File: config.mk
export PLATFORM = sky130hd
export DESIGN_NAME = pix_pack_ctrl
export DESIGN_NICKNAME = d
export VERILOG_FILES = /design/src/rtl/pix_pack_pkg.sv /design/src/rtl/pix_pack_word.sv /design/src/rtl/pix_pack_ctrl.sv
export SDC_FILE = /design/constraint.sdc
export NUM_CORES = 1
export LEC_CHECK = 0
export CAP_MARGIN = 0
export CORE_ASPECT_RATIO = 0.9
export CORE_MARGIN = 3
export CORE_UTILIZATION = 46
export CTS_CLUSTER_SIZE = 14
export DETAILED_ROUTE_END_ITERATION = 12
export PLACE_DENSITY = 0.79
export SYNTH_ARGS = -nofsm -noshare
export SYNTH_HDL_FRONTEND = slang
export SYNTH_SLANG_ARGS = --single-unit
export TNS_END_PERCENT = 100
File: constraint.sdc
create_clock -name clk -period 1.95 [get_ports clk]
set_input_delay 0.39 -clock clk [delete_from_list [all_inputs] [get_ports clk]]
set_output_delay 0.39 -clock clk [all_outputs]
set_load 0.05 [all_outputs]
File: src/rtl/pix_pack_pkg.sv
// pix_pack_pkg: shared FSM states, format-decode constants and slot counts for pix_pack_ctrl.
package pix_pack_pkg;
  typedef enum logic [2:0] {WAIT_LOW, IDLE, SKIP, FRAME, FLUSH, FRAME_END} state_e;
  localparam logic [5:0] FMT8_A = 6'b010001;
  localparam logic [5:0] FMT8_B = 6'b011000;
  localparam int SLOTS8 = 4;
  localparam int SLOTS10 = 2;
  function automatic logic is_fmt8(input logic [5:0] sel);
    return sel == FMT8_A || sel == FMT8_B;
  endfunction
endpackage

File: src/rtl/pix_pack_word.sv
// pix_pack_word: packing register and slot index; word_o already includes the pixel being written.
module pix_pack_word
  import pix_pack_pkg::*;
#(
  parameter int DATA_IN_WIDTH = 10
) (
  input  logic                     clk,
  input  logic                     reset,
  input  logic                     mode8_i,
  input  logic [DATA_IN_WIDTH-1:0] pix_i,
  input  logic                     wr_i,
  input  logic                     clr_i,
  output logic [31:0]              word_o,
  output logic                     full_o,
  output logic                     pend_o
);
  logic [1:0] idx_q, last;
  logic [31:0] word_q, ins;
  logic [7:0] p8;
  logic [15:0] p16;
  assign p8 = pix_i[DATA_IN_WIDTH-1 -: 8];
  assign p16 = 16'(pix_i);
  assign last = mode8_i ? 2'(SLOTS8 - 1) : 2'(SLOTS10 - 1);
  assign ins = mode8_i ? {24'd0, p8} << {idx_q, 3'd0} : {16'd0, p16} << {idx_q[0], 4'd0};
  assign word_o = wr_i ? word_q | ins : word_q;
  assign full_o = wr_i && idx_q == last;
  assign pend_o = idx_q != 2'd0;
  // A completed word restarts from zero so a later partial flush has empty upper slots.
  always_ff @(posedge clk) begin
    if (reset || clr_i || full_o) begin
      word_q <= '0;
      idx_q <= '0;
    end else if (wr_i) begin
      word_q <= word_o;
      idx_q <= idx_q + 2'd1;
    end
  end
endmodule

File: src/rtl/pix_pack_ctrl.sv
// pix_pack_ctrl: frame-level pixel packer (fval/lval in, 32-bit words out).
// Optional per-frame statistics outputs are enabled with PIX_PACK_STAT_EN.
module pix_pack_ctrl
  import pix_pack_pkg::*;
#(
  parameter int REG_WD = 32,
  parameter int DATA_IN_WIDTH = 10,
  parameter int DATA_OUT_WIDTH = 32
) (
  input  logic                      clk,
  input  logic                      reset,
  input  logic                      i_pack_en,
  input  logic [REG_WD-1:0]         iv_pixel_format,
  input  logic                      i_fval,
  input  logic                      i_lval,
  input  logic [DATA_IN_WIDTH-1:0]  iv_pix_data,
  output logic                      o_fval,
  output logic                      o_lval,
  output logic [DATA_OUT_WIDTH-1:0] ov_pix_data,
  output logic                      o_busy
`ifdef PIX_PACK_STAT_EN
  ,
  output logic [15:0]               ov_word_cnt,
  output logic [15:0]               ov_flush_cnt,
  output logic [15:0]               ov_err_cnt
`endif
);
  state_e state_q, state_d;
  logic fval_q, mode8_q, en_q, pend_q;
  logic rise, wr, clr, full, pix_pend, lval_d;
  logic [31:0] word;
  assign rise = !fval_q && i_fval;
  assign wr = state_q == FRAME && i_fval && i_lval;
  assign lval_d = full || (state_q == FRAME && state_d == FLUSH);
  pix_pack_word #(.DATA_IN_WIDTH(DATA_IN_WIDTH)) u_word (
    .clk(clk),
    .reset(reset),
    .mode8_i(mode8_q),
    .pix_i(iv_pix_data),
    .wr_i(wr),
    .clr_i(clr),
    .word_o(word),
    .full_o(full),
    .pend_o(pix_pend)
  );
  // pend_q carries a frame start seen during FRAME_END, so a 1-cycle fval gap is not lost.
  always_comb begin
    state_d = state_q;
    clr = 1'b0;
    case (state_q)
      WAIT_LOW: state_d = i_fval ? WAIT_LOW : IDLE;
      IDLE: begin
        clr = 1'b1;
        if (rise || pend_q) state_d = (rise ? i_pack_en : en_q) ? FRAME : SKIP;
      end
      SKIP: state_d = i_fval ? SKIP : IDLE;
      FRAME: begin
        if (!(i_fval && i_lval) && pix_pend) state_d = FLUSH;
        else if (!i_fval) state_d = FRAME_END;
      end
      FLUSH: begin
        clr = 1'b1;
        state_d = i_fval ? FRAME : FRAME_END;
      end
      FRAME_END: state_d = IDLE;
      default: state_d = WAIT_LOW;
    endcase
  end
  always_ff @(posedge clk) begin
    if (reset) begin
      state_q <= WAIT_LOW;
      fval_q <= 1'b0;
      mode8_q <= 1'b0;
      en_q <= 1'b0;
      pend_q <= 1'b0;
      o_fval <= 1'b0;
      o_lval <= 1'b0;
      ov_pix_data <= '0;
      o_busy <= 1'b0;
    end else begin
      state_q <= state_d;
      fval_q <= i_fval;
      if (rise && (state_q == IDLE || state_q == FRAME_END)) begin
        mode8_q <= is_fmt8({iv_pixel_format[20], iv_pixel_format[19], iv_pixel_format[3:0]});
        en_q <= i_pack_en;
      end
      pend_q <= rise && state_q == FRAME_END;
      o_fval <= state_d inside {FRAME, FLUSH, FRAME_END};
      o_lval <= lval_d;
      ov_pix_data <= lval_d ? word : '0;
      o_busy <= state_d != IDLE;
    end
  end
`ifdef PIX_PACK_STAT_EN
  logic [15:0] words_q, flush_q, err_q, words_d, flush_d, err_d;
  logic start;
  assign start = state_q == IDLE && state_d != IDLE;
  assign words_d = words_q + 16'(lval_d);
  assign flush_d = flush_q + 16'(state_q == FRAME && state_d == FLUSH);
  assign err_d = err_q + 16'(state_q == FRAME && i_lval && !i_fval);
  always_ff @(posedge clk) begin
    if (reset || start) begin
      words_q <= '0;
      flush_q <= '0;
      err_q <= '0;
      ov_word_cnt <= '0;
      ov_flush_cnt <= '0;
      ov_err_cnt <= '0;
    end else begin
      words_q <= words_d;
      flush_q <= flush_d;
      err_q <= err_d;
      if (state_d == FRAME_END) begin
        ov_word_cnt <= words_d;
        ov_flush_cnt <= flush_d;
        ov_err_cnt <= err_d;
      end
    end
  end
`endif
endmodule

==> metrics.md, run 1 <==
| Metric | Value |
|---|---|
| I/O pins | `between 80 and 90` |
| Final Critical Period | `between 1.5 and 2 ns` |
| VDD IR max | `about 0.00062 V` |
| Total CTS buffers | `9` |
| Sequential cell area | `1520 sq um` |
| Initial core utilization | `about half` |
| CTS tree | `yes` |
| Hold-fix buffers, CTS | `0` |
| Slew Limit Fails | `0` |
| Met3 usage | `~6.8%` |
| Synth Flop Type | `dfxtp_1` |
| First-pass GRT wire length | `about 9.9 mm` |
| GP Congestion | `0.824` |
| Post-route ant nets | `0` |
| Gr usage total | `around a fifth` |
| Clk Latency, worst-skew pair | `between 0.3 and 0.4 ns` |
| Final Hold Fails | `0` |
| Switching part of the total | `~22%` |
| DRC Markers | `0` |
| Clock net sink count | `76` |
| Net Switching | `between 0.0006 and 0.0007 W` |
| Die area | `~6700 sq um` |
| Final Cell Area | `3610 sq um` |
| Share of cells above drive strength 1 | `roughly 13%` |
| DIE WIDTH | `between 80 and 90 um` |
| Syn_area_per_cell | `between 8 and 9 sq um` |
| Placed insts | `about 410` |
| Pwr per Cell Area | `808 nW/um^2` |
| Rows | `25` |
| Comb pwr share | `~6.7%` |
| Antenna diodes | `0` |
| Share of flip-flops with an asynchronous set or reset | `0%` |
| Most used routing layer | `met2` |
| Yosys top cell area share | `57.1%` |
| WHS | `0.456 ns` |
| Setup-failing EPs final | `0` |
| 1st-iter DRT viols | `about 280` |
| Leakage | `about 1.3 nW` |
| Period Utilization, post-route | `between 90 and 100%` |
| CP Data Required Time | `roughly 2.2 ns` |
| Actual slew at the worst max-slew pin | `between 0.5 and 0.6 ns` |
| Startpoint types | `input pin` |
| Syn nets | `between 300 and 400` |
| Pre-antenna DRT Iters | `4` |
| Critical path capture point type | `flip-flop` |
| Clk slew on worst S/H paths | `roughly 0.070 ns` |
| Critical Path AT | `between 2 and 2.5 ns` |
| Core footprint | `between 5000 and 6000 sq um` |
| Final std cells w/o fill | `between 400 and 500` |
| DR WL/cell | `approximately 16 um` |
| EDFF count, synth | `0` |
| Initial antenna violation count | `0` |
| Area after DPL | `about 3300 sq um` |
| H-Tree Depth | `3` |
| Ys Warns | `0` |
| # port buffers | `between 50 and 60` |
| Largest net degree at the start of global routing | `34` |
| Max_cap viols | `0` |
| Worst Hold Class | `reg -> reg` |
| Flops & latches, synth | `76` |
| Filler cells | `between 400 and 500` |
| Clock Tree Buf Depth | `2` |
| Drt via density | `~5.4` |
| Layout Skew | `around 0.0063 ns` |
| Area of the multi-input gates | `1070 sq um` |
| GRT Residual Overflow | `0` |
| Critical path type | `in -> reg` |
| Tot Pwr | `roughly 0.0029 W` |
| Height of the die | `roughly 80 um` |
| Final net count | `between 400 and 500` |
| Hpwl dp | `between 4 and 5 mm` |
| Via Count | `about 2300` |
| Routed WL | `about 6.8 mm` |
| Yosys top cell by area | `dfxtp_1` |
| Outcome | `complete, no violations` |
| Rel. slew slack | `between 60% and 70%` |
| GRT met2 Usage | `~30%` |
| Sequential-to-total area share from yosys stat | `between 50% and 60%` |
| Area grow syn2layout | `35.7%` |
| Worst-path fanout max | `8` |
| P_int | `around 0.0023 W` |
| Number of global-route vias before repair | `approximately 2200` |
| Max Freq | `between 500 and 600 MHz` |
| Synth Instances | `296` |
| Synth cell types | `37` |
| Dominant cells by area after synthesis | `dfxtp_1 (57%), nor2_1 (9.9%), a21oi_1 (6.6%), o21ai_0 (2.8%), nand2_1 (2.1%)` |
| Final Util | `between 60% and 70%` |
| Register share of total power | `approximately 54%` |
| Clk pwr share | `about two fifths` |
| Post-Syn Area | `about 2700 sq um` |
| Grt met1 use | `a little under a quarter` |
| Clock root cell | `clkbuf_8` |
cell usage after synthesis, types with 4 or more instances:
cell type	number
o21ai_0	15
buf_2	5
nand2b_1	4
nor2_1	70
dfxtp_1	76
nand3_1	5
inv_1	11
a22o_1	6
clkbuf_1	10
a21oi_1	35
nand2_1	15
cells by family after synthesis:
family | Yosys count | synth area share, %
xor+xnor | 4 | 1.32
flops | 76 | 57.1
simple gates | 115 | 19.1
compound gates | 69 | 16.2
buf+inv | 30 | 5.45
fa+ha+maj | 1 | 0.470
mux | 1 | 0.423
final timing paths:
check / start / end / slack (ns) / cells past startpoint
worst max-delay path: i_fval / ov_pix_data[31]$_SDFF_PP0_ / 0.03 / 7
worst min-delay path: u_word.word_q[4]$_SDFFE_PP0P_ / u_word.word_q[4]$_SDFFE_PP0P_ / 0.46 / 2
worst max register to register: u_word.idx_q[1]$_SDFFE_PP0P_ / ov_pix_data[31]$_SDFF_PP0_ / 0.04 / 6
worst min register to register: u_word.word_q[4]$_SDFFE_PP0P_ / u_word.word_q[4]$_SDFFE_PP0P_ / 0.46 / 2
power by group through the flow:
stage / Clock (W) / Combinational (W) / Sequential, W
after floorplan: 0 / 0.0000780 / 0.00161
after global placement: 0 / 0.000172 / 0.00160
after detailed placement: 0 / 0.000176 / 0.00160
after CTS: 0.00117 / 0.000177 / 0.00157
after global routing: 0.00126 / 0.000209 / 0.00157
final: 0.00116 / 0.000197 / 0.00157
routing by layer:
layer	vias up	wire length, um
met3	13	553
met4	0	102
met2	96	3240
met1	1103	2870
met5	-	0
li1	1131	-
final cells by class:
type	instances	share of cell area (%)
sequential	76	42.1
multi-input combinational	193	29.7
timing repair buffer	73	19.3
clock buffer	12	4.02
tap	67	2.32
clock inverter	4	1.35
inverter	11	1.14
flip-flops by register name, summed over array words and instances (netlist names):
register,count
u_word.word_q,32
o_busy,1
mode8_q,1
ov_pix_data,32
fval_q,1
en_q,1
u_word.idx_q,2
state_q,3
pend_q,1
o_lval,1
o_fval,1
stage by stage:
| stage | worst slack, ns | TNS (ns) |
|---|---|---|
| after detailed placement | -0.318 | -12.78 |
| after floorplan | 0.211 | 0 |
| after global routing | -0.0470 | -0.988 |
| after global placement | -0.252 | -9.26 |
| after CTS | 0.0302 | 0 |
| final | 0.0326 | 0 |
critical path, stage by stage:
cell,delay [ns]
clkdlybuf4s50_1,0.42
buf_4,0.17
nor2b_1,0.16
o211ai_2,0.23
o2111ai_4,0.21
o32a_2,0.48
nor2_1,0.13
placed cells by master, fill, tap and decap left out, types with 2 or more instances in the layout:
| master | netlist | layout |
|---|---|---|
| dfxtp_1 | 76 | 75 |
| nor2_1 | 70 | 69 |
| clkdlybuf4s50_1 | 0 | 55 |
| a21oi_1 | 35 | 35 |
| buf_4 | 1 | 17 |
| nand2_1 | 15 | 15 |
| o21ai_0 | 15 | 15 |
| inv_1 | 11 | 11 |
| clkbuf_8 | 0 | 10 |
| a22o_1 | 6 | 6 |
| nand3_1 | 5 | 5 |
| nand2b_1 | 4 | 4 |
| nor2b_1 | 3 | 3 |
| nor3_1 | 3 | 3 |
| or3_1 | 3 | 3 |
| o32a_4 | 1 | 3 |
| nor2_2 | 3 | 3 |
| a31oi_1 | 3 | 3 |
| o21a_1 | 3 | 3 |
| xor2_1 | 2 | 2 |
| xnor2_1 | 2 | 2 |
| nor3b_1 | 2 | 2 |
| and3_1 | 2 | 2 |
| clkbuf_1 | 10 | 2 |
| clkinv_2 | 0 | 2 |
repair_timing:
item	4_1_cts	5_1_grt
setup buffers	0	5
setup endpoints to repair	0	66
gates resized for setup	0	7
Note: power is estimated with default switching activity, not from simulation.
==> inputs of run 2 (changes only) <==
Settings changed: PLACE_DENSITY 0.79 to 0.75, SETUP_SLACK_MARGIN from default to 0.15, SYNTH_HIERARCHICAL from default to 1.
==> metrics.md, run 2 <==
| Metric | Value |
|---|---|
| Initial antenna violation count | `0` |
| Slew Limit Fails | `0` |
| Syn nets | `between 300 and 400` |
| First-pass GRT wire length | `11.1 mm` |
| Synth Flop Type | `dfxtp_1` |
| DR WL/cell | `about 16 um` |
| Area grow syn2layout | `32.7%` |
| Total CTS buffers | `9` |
| EDFF count, synth | `0` |
| DIE WIDTH | `~97 um` |
| Core footprint | `7150 sq um` |
| Clock net sink count | `76` |
| Critical path type | `reg -> reg` |
| Initial core utilization | `between 40% and 50%` |
| Final Critical Period | `approximately 1.8 ns` |
| Critical Path AT | `about 2.1 ns` |
| Pre-antenna DRT Iters | `4` |
| Post-Syn Area | `between 3000 and 4000 sq um` |
| Worst Hold Class | `in -> reg` |
| Clock Tree Buf Depth | `2` |
| Clock root cell | `clkbuf_8` |
| Dominant cells by area after synthesis | `dfxtp_1 (45%), nor2b_4 (11%), nor3b_2 (11%), a221o_1 (5.3%), buf_6 (3.3%)` |
| Max_cap viols | `0` |
| Antenna diodes | `0` |
| Setup-failing EPs final | `0` |
| I/O pins | `82` |
| Largest net degree at the start of global routing | `20` |
| Commonest non-fill, non-tap cells in the layout | `dfxtp_1 (73), dlygate4sd2_1 (33), nor3b_2 (29), buf_4 (28), nor2b_4 (28)` |
| Most common cell after layout, fill and taps aside | `dfxtp_1` |
| 1st-iter DRT viols | `73` |
| Share of flip-flops with an asynchronous set or reset | `0%` |
| Outcome | `complete, no violations` |
| Share of cells above drive strength 1 | `41.3%` |
| CTS tree | `yes` |
| RSZ-0062 raised after global routing | `yes` |
| Top Registers | `ov_pix_data (32), u_word/word_q (32), state_q (3)` |
| Sequential-to-total area share from yosys stat | `44.5%` |
| Yosys top cell area share | `approximately 45%` |
| Actual slew at the worst max-slew pin | `0.499 ns` |
| Final Util | `63.5%` |
| Leakage | `about 1.8 nW` |
| Layout Skew | `between 0.009 and 0.01 ns` |
| Clk Latency, worst-skew pair | `0.35 ns` |
| GRT Residual Overflow | `0` |
| Synth Instances | `between 200 and 300` |
| # port buffers | `between 50 and 60` |
| H-Tree Depth | `3` |
| Number of global-route vias before repair | `about 2200` |
| Via Count | `around 2300` |
| Gr usage total | `16.5%` |
| DRC Markers | `0` |
| Height of the die | `87.8 um` |
| CP Data Required Time | `2.20 ns` |
| Period Utilization, post-route | `a little over 90%` |
| Hold-fix buffers, CTS | `0` |
| Setup_tns | `0 ns` |
| Routed WL | `roughly 7.2 mm` |
| Count leader, synth | `dfxtp_1` |
| Post-synth top cells | `dfxtp_1 (76), nor3b_2 (30), nor2b_4 (28)` |
| Pwr per Cell Area | `about 730 nW/um^2` |
| Flops & latches, synth | `between 70 and 80` |
| Hpwl dp | `about 4.8 mm` |
| Drt via density | `~5.1` |
| Clk slew on worst S/H paths | `about 0.080 ns` |
| Max Freq | `around 550 MHz` |
| Synth cell types | `52` |
| Rel. slew slack | `between 60% and 70%` |
| Final Hold Fails | `0` |
| Final net count | `395` |
| Rows | `29` |
| GP Congestion | `0.787` |
| Yosys top cell by area | `dfxtp_1` |
| Critical path capture point type | `flip-flop` |
| VDD IR max | `0.000392 V` |
| Worst-path fanout max | `8` |
| Syn_area_per_cell | `13.0 sq um` |
| Startpoint types | `flip-flop` |
| Ys Warns | `6` |
| Post-route ant nets | `0` |
| Die area | `8500 sq um` |
==> run 2: cell types whose count changed after synthesis, sizes merged, moves of 12 or more <==
cell	before	now
o21ai	16	1
a21o	0	12
nor2b	3	35
a21oi	35	2
a221o	0	18
nor2	73	8
nand2	15	2
nor3b	2	34
==> run 2: worst paths after layout <==
path / slack, ns / depth (start not counted) / endpoint / from
worst min-delay path: 0.36 / 2 / fval_q$_SDFF_PP0_ / i_fval
worst max register to register: 0.13 / 7 / ov_pix_data[6]$_SDFF_PP0_ / state_q[2]$_SDFF_PP0_
worst min register to register: 0.55 / 2 / u_word/word_q[26]$_SDFFE_PP0P_ / u_word/word_q[26]$_SDFFE_PP0P_
worst max-delay path: 0.13 / 7 / ov_pix_data[6]$_SDFF_PP0_ / state_q[2]$_SDFF_PP0_
==> run 2: area by class of cell <==
class	instances	area [sq um]
clock buffers	9	124
multi-input cells	160	1700
well taps	93	116
clock inverters	6	111
fillers	559	2610
flip-flops and latches	76	1530
inverters	5	18.8
repair buffers	95	943
==> run 2: what timing repair did <==
action                     4_1_cts  5_1_grt
setup endpoints to repair       76       46
buffers inserted                 2        3
pin swaps                        0       13
resized for setup               38       16
cloned                           0        4
==> run 2: logic make-up after synthesis <==
kind of cell | synth area share, %
AOI/OAI and AO/OA | 11.9
xor gates and xnor gates | 1.03
adders and majority gates | 0.366
buffers and inverters | 6.99
DFF | 44.5
muxes | 1.57
and+or+nand+nor | 33.6
==> run 2: power breakdown <==
group | switching [W] | internal [W]
Sequential | 0.00000433 | 0.00156
Combinational | 0.000158 | 0.000144
Clock | 0.000592 | 0.000845
==> run 2: through the flow <==
stage / total power (W) / worst slack, ns / cell area, sq um / hold WS (ns) / cells
finish: 0.00330 / 0.126 / 4540 / 0.363 / 444
global route: 0.00341 / 0.0622 / 4540 / 0.380 / 444
CTS: 0.00330 / 0.135 / 4410 / 0.554 / 437
detailed placement: 0.00186 / -0.369 / 4180 / 0.535 / 420
global placement: 0.00186 / -0.302 / 4180 / 0.515 / 420
floorplan: 0.00176 / 0.0273 / 3430 / 0.495 / 263
==> run 2: worst max-delay path: stages (launching register included) <==
cell,delay (ns)
dfxtp_2,0.33
and2b_2,0.22
and4_4,0.20
buf_12,0.13
and4bb_1,0.19
buf_6,0.14
a221o_1,0.37
nor3b_2,0.16
==> run 2: layer usage <==
metal / wire [um] / vias up / global-route usage [%]
met4: 56 / 0 / 6.89
met5: 0 / - / 0
li1: - / 1097 / -
met1: 3200 / 1112 / 19.9
met3: 338 / 4 / 4.70
met2: 3650 / 56 / 28.0
==> inputs of run 3 (changes only) <==
Settings changed: RECOVER_POWER from default to 25.
==> metrics.md, run 3 (same netlist as run 2, synthesis figures left out) <==
| Metric | Value |
|---|---|
| Startpoint types | `flip-flop` |
| Final net count | `395` |
| Worst-path fanout max | `8` |
| 1st-iter DRT viols | `78` |
| Rel. slew slack | `between 50 and 60%` |
| Reg2reg start | `state_q[2]$_SDFF_PP0_` |
| Rows | `29` |
| Largest net degree at the start of global routing | `20` |
| Critical path type | `reg -> reg` |
| Comb pwr share | `9.1%` |
| CTS tree | `yes` |
| Crit-path cells | `and2b_2 -> and4_4 -> buf_12 -> and4bb_1 -> buf_6 -> a221o_1 -> nor3b_2` |
| DRC Markers | `0` |
| Gr usage total | `between 15 and 20%` |
| Routed WL | `approximately 7.2 mm` |
| H-Tree Depth | `3` |
| P_int | `around 0.0025 W` |
| Area grow syn2layout | `32.2%` |
| Final Util | `a little over three fifths` |
| Initial core utilization | `a little under half` |
| Via Count | `2268` |
| Initial antenna violation count | `0` |
| Top Registers | `ov_pix_data (32), u_word/word_q (32), state_q (3)` |
| DR WL/cell | `~16 um` |
| Filler cells | `around 560` |
| GRT Residual Overflow | `0` |
| Share of cells above drive strength 1 | `about 40%` |
| Total CTS buffers | `9` |
| Setup-failing EPs final | `0` |
| Clk pwr share | `a little over two fifths` |
| Die area | `~8500 sq um` |
| CP Data Required Time | `2.21 ns` |
| Critical path origin | `state_q[2]$_SDFF_PP0_` |
| Crit-path slowest cell | `a221o_1` |
| Period Utilization, post-route | `between 90 and 100%` |
| Internal reg-to-reg setup slack | `approximately 0.13 ns` |
| Register share of total power | `47.3%` |
| Sequential cell area | `around 1500 sq um` |
| Post-route ant nets | `0` |
| Area after DPL | `4180 sq um` |
| I/O pins | `about 80` |
| Post-place setup slack | `-0.369 ns` |
| Antenna diodes | `0` |
| Hold EP | `fval_q$_SDFF_PP0_` |
| Critical Path AT | `about 2.1 ns` |
| Most common cell after layout, fill and taps aside | `dfxtp_1` |
| VDD IR max | `roughly 0.00039 V` |
| Worst hold start | `i_fval` |
| Commonest non-fill, non-tap cells in the layout | `dfxtp_1 (74), dlygate4sd2_1 (33), nor3b_2 (29), nor2b_4 (28), buf_4 (23)` |
| Clock net sink count | `76` |
| Clock Tree Buf Depth | `2` |
| Drt via density | `between 5 and 6` |
| Cells on worst reg2reg path | `7` |
| Layout Skew | `0.00940 ns` |
| Net Switching | `roughly 0.00075 W` |
| First-pass GRT wire length | `11.1 mm` |
| Critical path capture point type | `flip-flop` |
| Actual slew at the worst max-slew pin | `around 0.6 ns` |
| Pre-antenna DRT Iters | `4` |
| Final Cell Area | `~4500 sq um` |
| Outcome | `complete, no violations` |
| Worst Hold Class | `in -> reg` |
| Hpwl dp | `around 4.8 mm` |
| Clock root cell | `clkbuf_8` |
| Hold Path Depth | `2` |
| Area of the multi-input gates | `approximately 1700 sq um` |
| Core footprint | `around 7100 sq um` |
| # port buffers | `between 50 and 60` |
| Height of the die | `about 88 um` |
| DIE WIDTH | `between 90 and 100 um` |
| Slack of the critical path | `0.125 ns` |
| Pwr per Cell Area | `~730 nW/um^2` |
| Slew Limit Fails | `0` |
| Clk slew on worst S/H paths | `roughly 0.080 ns` |
| Max_cap viols | `0` |
| Switching part of the total | `a little under a quarter` |
| CP max stage delay | `between 0.3 and 0.4 ns` |
| GP Congestion | `between 0.7 and 0.8` |
| R2R Path End | `ov_pix_data[6]$_SDFF_PP0_` |
| RSZ-0062 raised after global routing | `yes` |
| Leakage | `about 1.8 nW` |
| Number of global-route vias before repair | `around 2200` |
| Clk Latency, worst-skew pair | `around 0.35 ns` |
| Final Hold Fails | `0` |
| Final Critical Period | `between 1.5 and 2 ns` |
| Max Freq | `about 550 MHz` |
## run 3: routing by layer
metal | global-route usage, % | up-vias | wire, um
met4 | 6.89 | 0 | 72
met2 | 28.0 | 47 | 3640
li1 | - | 1098 | -
met1 | 19.9 | 1117 | 3240
met5 | 0 | - | 0
met3 | 4.70 | 6 | 300
## run 3: power by group through the flow
stage                     clock network, W  registers (W)  logic (W)
after floorplan                          0        0.00161   0.000150
after global placement                   0        0.00160   0.000260
after detailed placement                 0        0.00160   0.000261
after CTS                          0.00147        0.00156   0.000262
after global routing               0.00152        0.00156   0.000316
final                              0.00144        0.00156   0.000300
## run 3: worst max-delay path by stage
stage	end	slack (ns)	cells after the start
floorplan	ov_pix_data[0]$_SDFF_PP0_	0.03	9
global placement	ov_pix_data[4]$_SDFF_PP0_	-0.30	6
detailed placement	ov_pix_data[9]$_SDFF_PP0_	-0.37	6
CTS	ov_pix_data[1]$_SDFF_PP0_	0.14	7
global route	ov_pix_data[6]$_SDFF_PP0_	0.06	7
finish	ov_pix_data[6]$_SDFF_PP0_	0.13	7
## run 3: critical path: cells and delay by family, from the launching register on
kind	cells	cell delay [ns]
AO/OA/AOI/OAI	1	0.37
buffers and inverters	2	0.27
flip-flops	1	0.33
AND/OR/NAND/NOR	4	0.77
## run 3: final cells by class
type / instances / share of cell area (%)
Clock buffer: 9 / 2.74
Clock inverter: 6 / 2.46
Inverter: 5 / 0.415
Multi-Input combinational cell: 160 / 37.6
Sequential cell: 76 / 33.7
Tap cell: 93 / 2.57
Timing Repair Buffer: 95 / 20.5
## run 3: timing repair
action                                  in CTS  in global routing
endpoints found under the setup margin      76                 46
gates resized for setup                     38                 16
setup buffers                                2                  3
gates cloned                                 0                  4
hold buffers                                 0                  0
pin swaps                                    0                 13
## run 3: stage by stage
stage,setup TNS [ns],hold slack (ns),instances,power (W)
2_1_floorplan,0,0.495,263,0.00176
3_3_place_gp,-12.48,0.515,420,0.00186
3_5_place_dp,-14.86,0.535,420,0.00186
4_1_cts,0,0.554,437,0.00330
5_1_grt,0,0.383,444,0.00340
6_report,0,0.363,444,0.00330
